===== src/rtl/gcd_dispatch_if.sv =====
// Handshake bundle between the operand producer, the dispatcher, the GCD
// engine and the result consumer. The dispatcher uses the slave view; the
// surrounding environment (producer, engine, consumer) uses the master view.
interface gcd_dispatch_if;
    logic        IN_VALID;
    logic        IN_READY;
    logic [7:0]  IN_A;
    logic [7:0]  IN_B;
    logic        ENG_START;
    logic [7:0]  ENG_A;
    logic [7:0]  ENG_B;
    logic        ENG_DONE;
    logic        ENG_ERROR;
    logic [7:0]  ENG_Y;
    logic [15:0] ENG_LCM;
    logic        OUT_VALID;
    logic        OUT_READY;
    logic [7:0]  OUT_Y;
    logic [15:0] OUT_LCM;
    logic [1:0]  OUT_ERR;
    logic [3:0]  OUT_TAG;

    modport slave (
        input  IN_VALID, IN_A, IN_B,
        input  ENG_DONE, ENG_ERROR, ENG_Y, ENG_LCM,
        input  OUT_READY,
        output IN_READY, ENG_START, ENG_A, ENG_B,
        output OUT_VALID, OUT_Y, OUT_LCM, OUT_ERR, OUT_TAG
    );

    modport master (
        output IN_VALID, IN_A, IN_B,
        output ENG_DONE, ENG_ERROR, ENG_Y, ENG_LCM,
        output OUT_READY,
        input  IN_READY, ENG_START, ENG_A, ENG_B,
        input  OUT_VALID, OUT_Y, OUT_LCM, OUT_ERR, OUT_TAG
    );
endinterface


===== src/rtl/gcd_dispatch.sv =====
// GCD job dispatcher: queues operand pairs with a job tag, issues them one at
// a time to an external GCD engine, guards each job with a WAIT timeout and
// holds the result until the consumer takes it.
//
// state | meaning
// IDLE  | no job in flight; pops the FIFO head when one is queued
// ISSUE | one-cycle ENG_START pulse, timeout counter cleared
// WAIT  | waiting for ENG_DONE or the timeout
// HOLD  | OUT_VALID asserted until OUT_READY
module gcd_dispatch #(
    parameter int DEPTH   = 4,
    parameter int TIMEOUT = 255
) (
    input logic           CLK,
    input logic           RST_N,
    gcd_dispatch_if.slave bus
);
    localparam int AW = $clog2(DEPTH);
    localparam logic [AW:0] FULL_CNT = (AW + 1)'(DEPTH);
    localparam logic [7:0]  TC_LAST  = 8'(TIMEOUT - 1);

    typedef enum logic [1:0] {IDLE, ISSUE, WAIT, HOLD} state_t;

    state_t         state, state_nx;
    logic [19:0]    fifo_mem [DEPTH];
    logic [AW-1:0]  wr_ptr, rd_ptr;
    logic [AW:0]    count;
    logic [3:0]     job_cnt;
    logic [7:0]     tcnt;
    logic [7:0]     eng_a, eng_b, out_y;
    logic [15:0]    out_lcm;
    logic [1:0]     out_err;
    logic [3:0]     out_tag;
    logic           push, pop, timeout_hit;
    logic [19:0]    head;

    assign bus.IN_READY  = (count < FULL_CNT);
    assign push          = bus.IN_VALID && bus.IN_READY;
    assign head          = fifo_mem[rd_ptr];
    assign timeout_hit   = (tcnt == TC_LAST);

    assign bus.ENG_START = (state == ISSUE);
    assign bus.ENG_A     = eng_a;
    assign bus.ENG_B     = eng_b;
    assign bus.OUT_VALID = (state == HOLD);
    assign bus.OUT_Y     = out_y;
    assign bus.OUT_LCM   = out_lcm;
    assign bus.OUT_ERR   = out_err;
    assign bus.OUT_TAG   = out_tag;

    // FIFO storage: {tag, a, b} per entry; contents need no reset
    always_ff @(posedge CLK) begin
        if (push) fifo_mem[wr_ptr] <= {job_cnt, bus.IN_A, bus.IN_B};
    end

    // FIFO pointers, occupancy and job tag counter
    always_ff @(posedge CLK or negedge RST_N) begin
        if (!RST_N) begin
            wr_ptr  <= '0;
            rd_ptr  <= '0;
            count   <= '0;
            job_cnt <= '0;
        end else begin
            if (push) begin
                wr_ptr  <= wr_ptr + 1'b1;
                job_cnt <= job_cnt + 4'd1;
            end
            if (pop) rd_ptr <= rd_ptr + 1'b1;
            case ({push, pop})
                2'b10:   count <= count + 1'b1;
                2'b01:   count <= count - 1'b1;
                default: count <= count;
            endcase
        end
    end

    // FSM state register
    always_ff @(posedge CLK or negedge RST_N) begin
        if (!RST_N) state <= IDLE;
        else        state <= state_nx;
    end

    // FSM next state and FIFO pop; ENG_DONE wins over a coincident timeout
    always_comb begin
        state_nx = state;
        pop      = 1'b0;
        case (state)
            IDLE: begin
                if (count != '0) begin
                    pop      = 1'b1;
                    state_nx = ISSUE;
                end
            end
            ISSUE:   state_nx = WAIT;
            WAIT:    if (bus.ENG_DONE || timeout_hit) state_nx = HOLD;
            HOLD:    if (bus.OUT_READY) state_nx = IDLE;
            default: state_nx = IDLE;
        endcase
    end

    // Job operands, timeout counter and result capture
    always_ff @(posedge CLK or negedge RST_N) begin
        if (!RST_N) begin
            eng_a   <= '0;
            eng_b   <= '0;
            out_tag <= '0;
            out_y   <= '0;
            out_lcm <= '0;
            out_err <= 2'b00;
            tcnt    <= '0;
        end else begin
            if (pop) begin
                {out_tag, eng_a, eng_b} <= head;
            end
            if (state == ISSUE) tcnt <= '0;
            if (state == WAIT) begin
                if (bus.ENG_DONE) begin
                    out_y   <= bus.ENG_Y;
                    out_lcm <= bus.ENG_LCM;
                    out_err <= bus.ENG_ERROR ? 2'b01 : 2'b00;
                end else if (timeout_hit) begin
                    out_y   <= '0;
                    out_lcm <= '0;
                    out_err <= 2'b10;
                end else begin
                    tcnt <= tcnt + 8'd1;
                end
            end
        end
    end
endmodule


===== src/flat_wrapper.sv =====
// flat-port wrapper written by rule: the top's interface ports become plain ports
module gcd_dispatch_flat 
#(
    parameter int DEPTH   = 4,
    parameter int TIMEOUT = 255
)
  (CLK, RST_N, bus_IN_VALID, bus_IN_A, bus_IN_B, bus_ENG_DONE, bus_ENG_ERROR, bus_ENG_Y, bus_ENG_LCM, bus_OUT_READY, bus_IN_READY, bus_ENG_START, bus_ENG_A, bus_ENG_B, bus_OUT_VALID, bus_OUT_Y, bus_OUT_LCM, bus_OUT_ERR, bus_OUT_TAG);
  gcd_dispatch_if bus_i ();
  input logic CLK;
  input logic RST_N;
  input wire logic [$bits(bus_i.IN_VALID)-1:0] bus_IN_VALID;
  input wire logic [$bits(bus_i.IN_A)-1:0] bus_IN_A;
  input wire logic [$bits(bus_i.IN_B)-1:0] bus_IN_B;
  input wire logic [$bits(bus_i.ENG_DONE)-1:0] bus_ENG_DONE;
  input wire logic [$bits(bus_i.ENG_ERROR)-1:0] bus_ENG_ERROR;
  input wire logic [$bits(bus_i.ENG_Y)-1:0] bus_ENG_Y;
  input wire logic [$bits(bus_i.ENG_LCM)-1:0] bus_ENG_LCM;
  input wire logic [$bits(bus_i.OUT_READY)-1:0] bus_OUT_READY;
  output wire logic [$bits(bus_i.IN_READY)-1:0] bus_IN_READY;
  output wire logic [$bits(bus_i.ENG_START)-1:0] bus_ENG_START;
  output wire logic [$bits(bus_i.ENG_A)-1:0] bus_ENG_A;
  output wire logic [$bits(bus_i.ENG_B)-1:0] bus_ENG_B;
  output wire logic [$bits(bus_i.OUT_VALID)-1:0] bus_OUT_VALID;
  output wire logic [$bits(bus_i.OUT_Y)-1:0] bus_OUT_Y;
  output wire logic [$bits(bus_i.OUT_LCM)-1:0] bus_OUT_LCM;
  output wire logic [$bits(bus_i.OUT_ERR)-1:0] bus_OUT_ERR;
  output wire logic [$bits(bus_i.OUT_TAG)-1:0] bus_OUT_TAG;
  assign bus_i.IN_VALID = bus_IN_VALID;
  assign bus_i.IN_A = bus_IN_A;
  assign bus_i.IN_B = bus_IN_B;
  assign bus_i.ENG_DONE = bus_ENG_DONE;
  assign bus_i.ENG_ERROR = bus_ENG_ERROR;
  assign bus_i.ENG_Y = bus_ENG_Y;
  assign bus_i.ENG_LCM = bus_ENG_LCM;
  assign bus_i.OUT_READY = bus_OUT_READY;
  assign bus_IN_READY = bus_i.IN_READY;
  assign bus_ENG_START = bus_i.ENG_START;
  assign bus_ENG_A = bus_i.ENG_A;
  assign bus_ENG_B = bus_i.ENG_B;
  assign bus_OUT_VALID = bus_i.OUT_VALID;
  assign bus_OUT_Y = bus_i.OUT_Y;
  assign bus_OUT_LCM = bus_i.OUT_LCM;
  assign bus_OUT_ERR = bus_i.OUT_ERR;
  assign bus_OUT_TAG = bus_i.OUT_TAG;
  gcd_dispatch #(.DEPTH(DEPTH), .TIMEOUT(TIMEOUT)) u_core (.CLK(CLK), .RST_N(RST_N), .bus(bus_i));
endmodule

===== config.mk =====
export PLATFORM = sky130hd
export DESIGN_NAME = gcd_dispatch_flat
export DESIGN_NICKNAME = d
export VERILOG_FILES = /design/src/rtl/gcd_dispatch_if.sv /design/src/rtl/gcd_dispatch.sv /design/src/flat_wrapper.sv
export SDC_FILE = /design/constraint.sdc
export NUM_CORES = 1
export LEC_CHECK = 0
export CAP_MARGIN = 15
export CORE_ASPECT_RATIO = 1.5
export CORE_MARGIN = 3
export CORE_UTILIZATION = 53
export CTS_BUF_LIST = sky130_fd_sc_hd__clkbuf_16
export DETAILED_ROUTE_END_ITERATION = 10
export PLACE_DENSITY = 0.88
export SETUP_SLACK_MARGIN = 0.2
export SYNTH_ARGS = -nofsm -noshare
export SYNTH_HDL_FRONTEND = slang
export SYNTH_SLANG_ARGS = --single-unit
export TNS_END_PERCENT = 5

===== constraint.sdc =====
create_clock -name CLK -period 2.7 [get_ports CLK]
set_input_delay 0.405 -clock CLK [delete_from_list [all_inputs] [get_ports CLK]]
set_output_delay 0.405 -clock CLK [all_outputs]
set_load 0.05 [all_outputs]

**Word level (Yosys, flattened, before mapping)**

Memory sizes are Yosys's and may differ from the RTL's. A register that Yosys moved wholly into a read port is not among the register bits.
Index checks and enable logic that the tools add are counted.

- Multiplexer cells: 20
- Magnitude comparators: 1
- Reductions and logical operators: 9
- Add/sub/neg operators: 6
- Eq/ne operators: 9

Operators by type and width:

| cell | count |
|---|---|
| $mux W8 | 6 |
| $mux W16 | 2 |
| $mux W2 | 5 |
| $add A8 B1 Y8 const B | 1 |
| $eq A8 B8 Y1 const B | 1 |
| $pmux W2 S4 | 1 |
| $eq A2 B2 Y1 const B | 3 |
| $pmux W3 S2 | 1 |
| $mux W1 | 5 |
| $add A2 B1 Y2 const B | 2 |
| $add A4 B1 Y4 const B | 1 |
| $eq A2 B1 Y1 const B | 2 |
| $ne A2 B1 Y1 const B | 2 |
| $reduce_bool A2 Y1 | 2 |
| $add A3 B1 Y3 const B | 1 |
| $lt A3 B3 Y1 const B | 1 |
| $reduce_and A3 Y1 | 1 |
| $reduce_bool A3 Y1 | 1 |
| $sub A3 B1 Y3 const B | 1 |
| $logic_not A2 Y1 | 1 |
| $ne A2 B2 Y1 const B | 1 |
| $reduce_and A2 Y1 | 1 |
| $logic_and A1 B1 Y1 | 1 |
| $logic_not A1 Y1 | 1 |
| $logic_or A1 B1 Y1 | 1 |

- Output and inout bits: 49
- Logic and storage cells: 55
- Memories kept: 1
- Bits of input ports: 46
- Register bits after elaboration: 47
- Bits in writable memories: 80

Memories:

| memory | depth | bits a word | read ports | clocked after Yosys merged registers in | write ports | RTL line | RTL |
|---|---|---|---|---|---|---|---|
| u_core.fifo_mem | 4 | 20 | 1 | 1 | 1 | gcd_dispatch.sv:25 | `logic [19:0] fifo_mem [DEPTH];` |

**Depth between registers and ports, before layout**

Gate-level depths: netlist (run 1).

- Depth after elaboration: 5
- Depth in mapped cells: 11
- Depth with buffers taken out: 10

**Worst setup path after synthesis (run 1)**

No wires, ideal clock.

- Kind: reg-to-reg
- Start: register u_core.state[0]
- End: register u_core.count[2]
- Period minus slack after synthesis: 2.097 ns
- Data arrival time: 1.957 ns
- Setup time: 0.139 ns
- Stages on the path, launching flop included: 12
- Path slack: 0.603 ns
- Data required time: 2.561 ns
- Buffers on the path: 1
- Path through: dfrtp_1 > inv_1 > ha_1 > nand2b_1 > inv_1 > buf_4 > ha_1 > inv_1 > fa_1 > xor2_1 > nor2_1 > xnor2_1

- Longest elaborated chain between the ends: 4
- Elaborated cells on any way between the ends: 6
- Classes of those cells: 2 x eq/ne; 2 x mux; 2 x reduce/logical

RTL lines:

| what | RTL line | RTL |
|---|---|---|
| start: declaration | gcd_dispatch.sv:24 | `state_t state, state_nx;` |
| start signal: assignment | gcd_dispatch.sv:80 | `else state <= state_nx;` |
| $logic_not A2 Y1 (*) | gcd_dispatch.sv:87 | `case (state)` |
| $mux W1 (*) | gcd_dispatch.sv:87 |  |
| named net u_core.pop | gcd_dispatch.sv:34 | `logic push, pop, timeout_hit;` |
| $eq A2 B1 Y1 or $eq A2 B2 Y1 (tied branches) | gcd_dispatch.sv:69 | `case ({push, pop})` |
| $pmux W3 S2 or $reduce_bool A2 Y1 (tied branches) | n/a |  |
| end signal: assignment | gcd_dispatch.sv:70 | `2'b10: count <= count + 1'b1;` |
| end signal: assignment | gcd_dispatch.sv:71 | `2'b01: count <= count - 1'b1;` |
| end signal: assignment | gcd_dispatch.sv:72 | `default: count <= count;` |
| end: declaration | gcd_dispatch.sv:27 | `logic [AW:0] count;` |

Mark *: on every way through the listed nets, which the timed path passes. The rest lies on a longest branch.
A chain may end at the register's enable or synchronous reset.

**Final worst setup path (run 1)**

- Start: register u_core.state[1]
- End: output bus_OUT_VALID

- Longest elaborated chain between the ends: 1

RTL lines:

| what | RTL line | RTL |
|---|---|---|
| $eq A2 B2 Y1 | gcd_dispatch.sv:45 | `assign bus.OUT_VALID = (state == HOLD);` |
| end: declaration | flat_wrapper.sv:23 | `output wire logic [$bits(bus_i.OUT_VALID)-1:0] bus_OUT_VALID;` |

No other way between the ends.

==> results of run 1 <==
[cell usage in the layout, fill, tap and decap left out, drive strengths merged, types with 6 or more instances in the layout]
master	instances
clkdlybuf4s50	92
edfxtp	80
dfrtp	67
a22o	25
mux2	22
mux4	20
clkbuf	17
inv	15
ha	13
buf	12
nand2	8
clkinv	8
nor2	7
xnor2	7
and2	6
o21ai	6
[flip-flops by register name (all words and copies together), names as in the netlist]
| register | flops |
|---|---|
| u_core.fifo_mem | 80 |
| u_core.bus.OUT_LCM | 16 |
| u_core.bus.ENG_A | 8 |
| u_core.bus.ENG_B | 8 |
| u_core.bus.OUT_Y | 8 |
| u_core.tcnt | 8 |
| u_core.bus.OUT_TAG | 4 |
| u_core.job_cnt | 4 |
| u_core.count | 3 |
| u_core.bus.OUT_ERR | 2 |
| u_core.rd_ptr | 2 |
| u_core.state | 2 |
| u_core.wr_ptr | 2 |
[power by group]
part	switching (uW)	internal, uW	leakage (uW)
Combinational	2400	1720	0.00117
Clock	833	1330	0.000271
Sequential	378	3060	0.00155
[metrics by stage]
stage | setup WS [ns] | cell area (um2)
2_1_floorplan | 0.603 | 5820
3_3_place_gp | 0.672 | 6940
3_5_place_dp | 0.602 | 6940
4_1_cts | 0.270 | 7500
5_1_grt | 0.366 | 7500
6_report | 0.527 | 7500
[critical path: cells and delay by family (launching register included)]
kind / cells / cell delay (ns)
adder cells (fa/ha/maj): 1 / 0.18
buffers and inverters: 1 / 0.81
flip-flops: 1 / 0.38
[final timing paths]
| kind | endpoint | cells past startpoint | startpoint |
|---|---|---|---|
| worst min-delay path | u_core.bus.ENG_A[7]$_DFFE_PN0P_ | 2 | RST_N |
| max in group asynchronous | u_core.bus.ENG_B[7]$_DFFE_PN0P_ | 3 | RST_N |
| worst max register to register | u_core.bus.OUT_Y[5]$_DFFE_PN0P_ | 6 | u_core.tcnt[0]$_DFF_PN0_ |
| min in group CLK | u_core.bus.OUT_ERR[1]$_DFFE_PN0P_ | 2 | u_core.bus.OUT_ERR[1]$_DFFE_PN0P_ |
| worst max-delay path | bus_OUT_VALID | 2 | u_core.state[1]$_DFFE_PN0P_ |
| worst min register to register | u_core.bus.OUT_ERR[1]$_DFFE_PN0P_ | 2 | u_core.bus.OUT_ERR[1]$_DFFE_PN0P_ |
[what timing repair did]
item,CTS,global route
hold buffers,1,0
setup endpoints to repair,0,1
endpoints found under the hold margin,8,0
resized for setup,0,1
[cells by family (layout without fill, tap and decap cells)]
logic type	after synthesis	after routing	synth area share, %
multiplexers	44	44	13.6
flip-flops	147	147	70.1
AO/OA/AOI/OAI	43	43	5.85
AND/OR/NAND/NOR	38	38	3.59
XOR/XNOR	10	10	1.50
buffers and inverters	26	151	2.21
adder cells (fa/ha/maj)	14	14	3.14
[synthesized netlist by cell type (6+ instances only)]
| library cell | count |
|---|---|
| mux4_2 | 18 |
| inv_1 | 13 |
| nand2_1 | 8 |
| ha_1 | 13 |
| dfrtp_1 | 67 |
| edfxtp_1 | 80 |
| nor2_1 | 7 |
| mux2_4 | 18 |
| a22o_1 | 25 |
| and2_1 | 6 |
| xnor2_1 | 7 |
[layer usage]
layer | share of wire (%) | track usage [%]
met4 | 1.0 | 7.13
met3 | 5.6 | 6.57
met2 | 55 | 35.4
met1 | 39 | 25.3
met5 | 0 | 0
[layout make-up]
cell class / count / area [um2]
Tap cell: 144 / 180
Clock inverter: 15 / 125
Timing Repair Buffer: 106 / 1030
Multi-Input combinational cell: 149 / 1610
Fill cell: 644 / 3150
Inverter: 13 / 48.8
Sequential cell: 147 / 4080
Clock buffer: 17 / 425
==> reports/qor.yml, run 1 <==
synthesis:
  yosysWarnings: 0
  synth_seq_cells: 147
  ys_seq_area_share_pct: 70.1
  yosys.area.top_type: "edfxtp_1"
  synth_area_leaders: "edfxtp_1 41%, dfrtp_1 29%, mux4_2 7.0%"
  syn_area_um2: 5820
  ys.flop_type: "edfxtp_1"
  synth_top_area_share_pct: 41.3
  syn_inst: 322
  async_flop_share_pct: 45.6
  yosysUniqueCellTypes: 40
  synth.avg_cell_area_um2: 18.1
  synth_edf_count: 80
  synth_fp_nets: 382
sta:
  hold_viol: 0
  drv_slew: 0
  grt_setup_unrepaired: "false"
  fin_tns_setup_ns: 0
  max_clock_freq_ghz: 0.460
  setup_viol: 0
  max_slew.worst_pin.slew_ns: 1.06
  period_share_pct: 80.5
  clock-skew-final_ns: 0.0123
  period_needed_ns: 2.17
  max_slew_margin_pct: 29.4
  timing.hold.ws_ns: 0.393
pwr:
  power_leakage_uw: 0.00300
  power_density_nw_per_um2: 1300
  power_uw: 9720
  ir_drop_v: 0.000800
layout:
  utilization_pct: 70.5
  area_growth_pct: 28.9
  diodes: 0
  final_cells: 591
  final_layout_size_suffix_gt1_share_pct: 18.3
  layout.nets: 494
critical_path:
  end_kind: "primary output"
  start_kind: "register"
  path_class: "reg -> out"
  cpPeakStageDelay_ns: 0.81
  arrival_ns: 1.77
  crit_fanout: 4
  crit_path_top_delay_cell: "clkdlybuf4s50_1"
  crit_required_ns: 2.30
  cp_cell_sequence: "ha_1 -> clkdlybuf4s50_1"
  r2r_slack_ns: 0.54
clock_tree:
  clk_pin_slew_worst_paths_ns: 0.06
  clock-root-buffer: "clkbuf_16"
  numCtsBuffers: 17
  insertion_delay_ns: 0.41
  cts_tree: "yes"
  clock_tree.buffer_depth: 2
  postCtsSetupBuffers: 0
  clkSinkCount: 147
  htree_levels: 4
detailed_routing:
  num_vias: 3235
  drt_first_pass_iters: 4
  first_iter_violations: 213
  ant_nets: 0
  via_per_inst: 5.47
  post_drt_wl_per_cell_um: 20.3
  routed_wl_um: 12000
  drc: 0
floorplan:
  pin_count: 95
  initial_core_util_pct: 54.7
  rows: 46
  die-area_um2: 12300
  die_width_um: 91.6
  die_h_um: 134
  core-area_um2: 10600
global_route:
  grt_use_total_pct: 20.9
  antenna_found_initial: 0
  grt_max_degree: 37
  grt_pass1_vias: 3390
  overflow: 0
  grt_pass1_wl_um: 19100
placed_design:
  port_buffers: 94
  dp.cells: 558
  gp_congestion: 0.812
  dp_hpwl_um: 7430
outcome:
  status: "finished clean"
flow_run:
  cap_viol_max_count: 0
min_path:
  holdCritPathClass: "in -> async"
No activity file was read; power rests on OpenSTA's default activity.
==> run 2, diff against run 1 <==
clock period = 2.2 ns   (was 2.7 ns; I/O delays follow)
==> run 2 against run 1 <==
Register-to-register slack worse by 0.27 ns; die area unchanged; routed wire length up 1.5%; clock power increased by 27%; sequential cell count did not move; global-route usage is 0.43 points higher; first-iteration DRC count decreased by 11%; sequential power is 23% higher; non-clock buffer count unchanged; via count grew 1.4%; highest routed layer unchanged.
==> reports/qor.yml, run 2 (synthesized netlist as in run 1, its figures left out) <==
layout:
  final_layout_size_suffix_gt1_share_pct: 20.6  # +2.2 points
  final_common_cell: "clkdlybuf4s50_1"
  seqCellArea_um2: 4080  # unchanged
  multiInputGateArea_um2: 1620  # +0.62%
  design_area_um2: 7600  # +1.3%
  utilization_pct: 71.4  # +0.94 points
  area_growth_pct: 30.6
  layout.nets: 494  # unchanged
  layout_common_cells: "91 x clkdlybuf4s50_1, 80 x edfxtp_1, 67 x dfrtp_1"
  diodes: 0  # unchanged
  largest_reg_flops: 80  # unchanged
  fillers: 643  # -0.16%
  max_flop_register: "u_core.fifo_mem"
critical_path:
  crit_path_top_delay_cell: "clkdlybuf4s50_1"
  rr_endpoint: "u_core.count[2]$_DFFE_PN0P_"
  cp_cell_sequence: "inv_1 -> clkdlybuf4s50_1"
  end_kind: "primary output"
  arrival_ns: 1.74  # -0.03 ns
  cpPeakStageDelay_ns: 0.80  # about the same
  ff2ff_path_depth: 10  # +4
  crit_fanout: 3  # -1
  path_class: "reg -> out"
  r2r-start: "u_core.state[0]$_DFFE_PN0P_"
  r2r_slack_ns: 0.27  # -0.27 ns
  crit_required_ns: 1.87  # -0.43 ns
  start_kind: "register"
clock_tree:
  clk_pin_slew_worst_paths_ns: 0.06  # about the same
  postCtsSetupBuffers: 0  # unchanged
  clkSinkCount: 147  # unchanged
  htree_levels: 4  # unchanged
  insertion_delay_ns: 0.42  # about the same
  numCtsBuffers: 17  # unchanged
  clock_tree.buffer_depth: 2  # unchanged
  clock-root-buffer: "clkbuf_16"
  cts_tree: "yes"
detailed_routing:
  drc: 0  # unchanged
  drt_first_pass_iters: 5  # +1
  first_iter_violations: 189  # -11%
  num_vias: 3279  # +1.4%
  ant_nets: 0  # unchanged
  post_drt_wl_per_cell_um: 20.6  # +1.5%
  via_per_inst: 5.55  # +1.4%
  routed_wl_um: 12200  # +1.5%
sta:
  fin_tns_setup_ns: 0  # unchanged
  grt_setup_unrepaired: "true"
  max_slew.worst_pin.slew_ns: 0.801  # -0.258 ns
  timing.hold.ws_ns: 0.00512  # -0.388 ns
  period_needed_ns: 2.07
  period_share_pct: 94.3
  max_clock_freq_ghz: 0.482
  clock-skew-final_ns: 0.00997  # -0.00228 ns
  hold_viol: 0  # unchanged
  max_slew_margin_pct: 46.6  # +17 points
  setup_viol: 0  # unchanged
  drv_slew: 0  # unchanged
pwr:
  power_leakage_uw: 0.00303  # +0.96%
  p_comb_share_pct: 42.5  # about the same
  power_density_nw_per_um2: 1590  # +23%
  ir_drop_v: 0.000650  # -19%
  p_switching_uw: 4530  # +25%
  clockPowerShare_pct: 22.6  # +0.4 points
  swShare_pct: 37.4  # +0.30 points
  p_int_uw: 7570  # +24%
  p_seq_share_pct: 34.9  # -0.5 points
placed_design:
  port_buffers: 94  # unchanged
  placedInstanceArea_um2: 7020  # +1.2%
  dp_hpwl_um: 7750  # +4.3%
  gp_congestion: 0.722  # -11%
floorplan:
  die_width_um: 91.6  # unchanged
  initial_core_util_pct: 54.7  # unchanged
  die_h_um: 134  # unchanged
  core-area_um2: 10600  # unchanged
  die-area_um2: 12300  # unchanged
  pin_count: 95  # unchanged
  rows: 46  # unchanged
min_path:
  holdCritPathClass: "in -> async"
global_route:
  grt_max_degree: 36  # -2.7%
  grt_pass1_vias: 3543  # +4.5%
  antenna_found_initial: 0  # unchanged
  overflow: 0  # unchanged
  grt_pass1_wl_um: 19600  # +2.6%
  grt_use_total_pct: 21.3  # +0.43 points
outcome:
  status: "finished clean"
flow_run:
  cap_viol_max_count: 0  # unchanged
==> run 2: cell types whose count changed in the layout (fill, tap and decap cells not counted), sizes merged <==
cell / delta
dlymetal6s2s: -1
bufinv: -2
buf: +1
dlygate4sd2: +2
clkdlybuf4s50: -1
clkbuf: +3
inv: +4
dlygate4sd3: -1
clkinv: -4
clkinvlp: -1
==> run 2: cell type report <==
cell class / instances / share of cell area (%)
Clock buffer: 20 / 6.58
Timing Repair Buffer: 106 / 14.5
Clock inverter: 12 / 0.955
Tap cell: 144 / 2.37
Sequential cell: 147 / 53.7
Multi-Input combinational cell: 149 / 21.3
Inverter: 13 / 0.642
==> run 2: power by group through the flow <==
stage               registers (uW)  clock network (uW)  logic [uW]
global route                  4310                2890        5410
global placement              4180                   0        5030
floorplan                     5570                   0        2210
finish                        4220                2740        5140
detailed placement            4250                   0        5150
CTS                           4220                2770        5190
==> run 2: what timing repair did <==
item	CTS	global route
hold buffers	0	0
resized for setup	2	1
endpoints found under the setup margin	28	34
==> run 2: per-layer routing <==
layer,wire [um],GRT usage (%),up-vias
met5,0,0,-
met4,333,9.82,0
met3,792,6.62,27
met2,6660,36.4,125
met1,4410,24.3,1680
li1,-,-,1447
==> run 2: per-stage QoR <==
stage / worst slack, ns / power (uW) / std cells
3_5_place_dp: 0.174 / 9400 / 559
3_3_place_gp: 0.258 / 9210 / 559
6_report: 0.126 / 12100 / 591
4_1_cts: 0.111 / 12200 / 591
5_1_grt: 0.0607 / 12600 / 591
2_1_floorplan: 0.205 / 7780 / 322
==> run 2: worst max-delay path by stage <==
stage	to	from	slack, ns	depth (start not counted)
after floorplan	u_core.count[2]$_DFFE_PN0P_	u_core.state[0]$_DFFE_PN0P_	0.21	11
after global placement	u_core.count[2]$_DFFE_PN0P_	bus_IN_VALID	0.26	9
after detailed placement	u_core.count[2]$_DFFE_PN0P_	bus_IN_VALID	0.17	9
after CTS	bus_IN_READY	u_core.count[2]$_DFFE_PN0P_	0.11	2
after global routing	bus_IN_READY	u_core.count[2]$_DFFE_PN0P_	0.06	2
final	bus_IN_READY	u_core.count[2]$_DFFE_PN0P_	0.13	2
==> run 2: critical path, delay by kind of cell (launching register included) <==
family | cells | cell delay [ns]
buffers and inverters | 2 | 0.90
DFF | 1 | 0.42
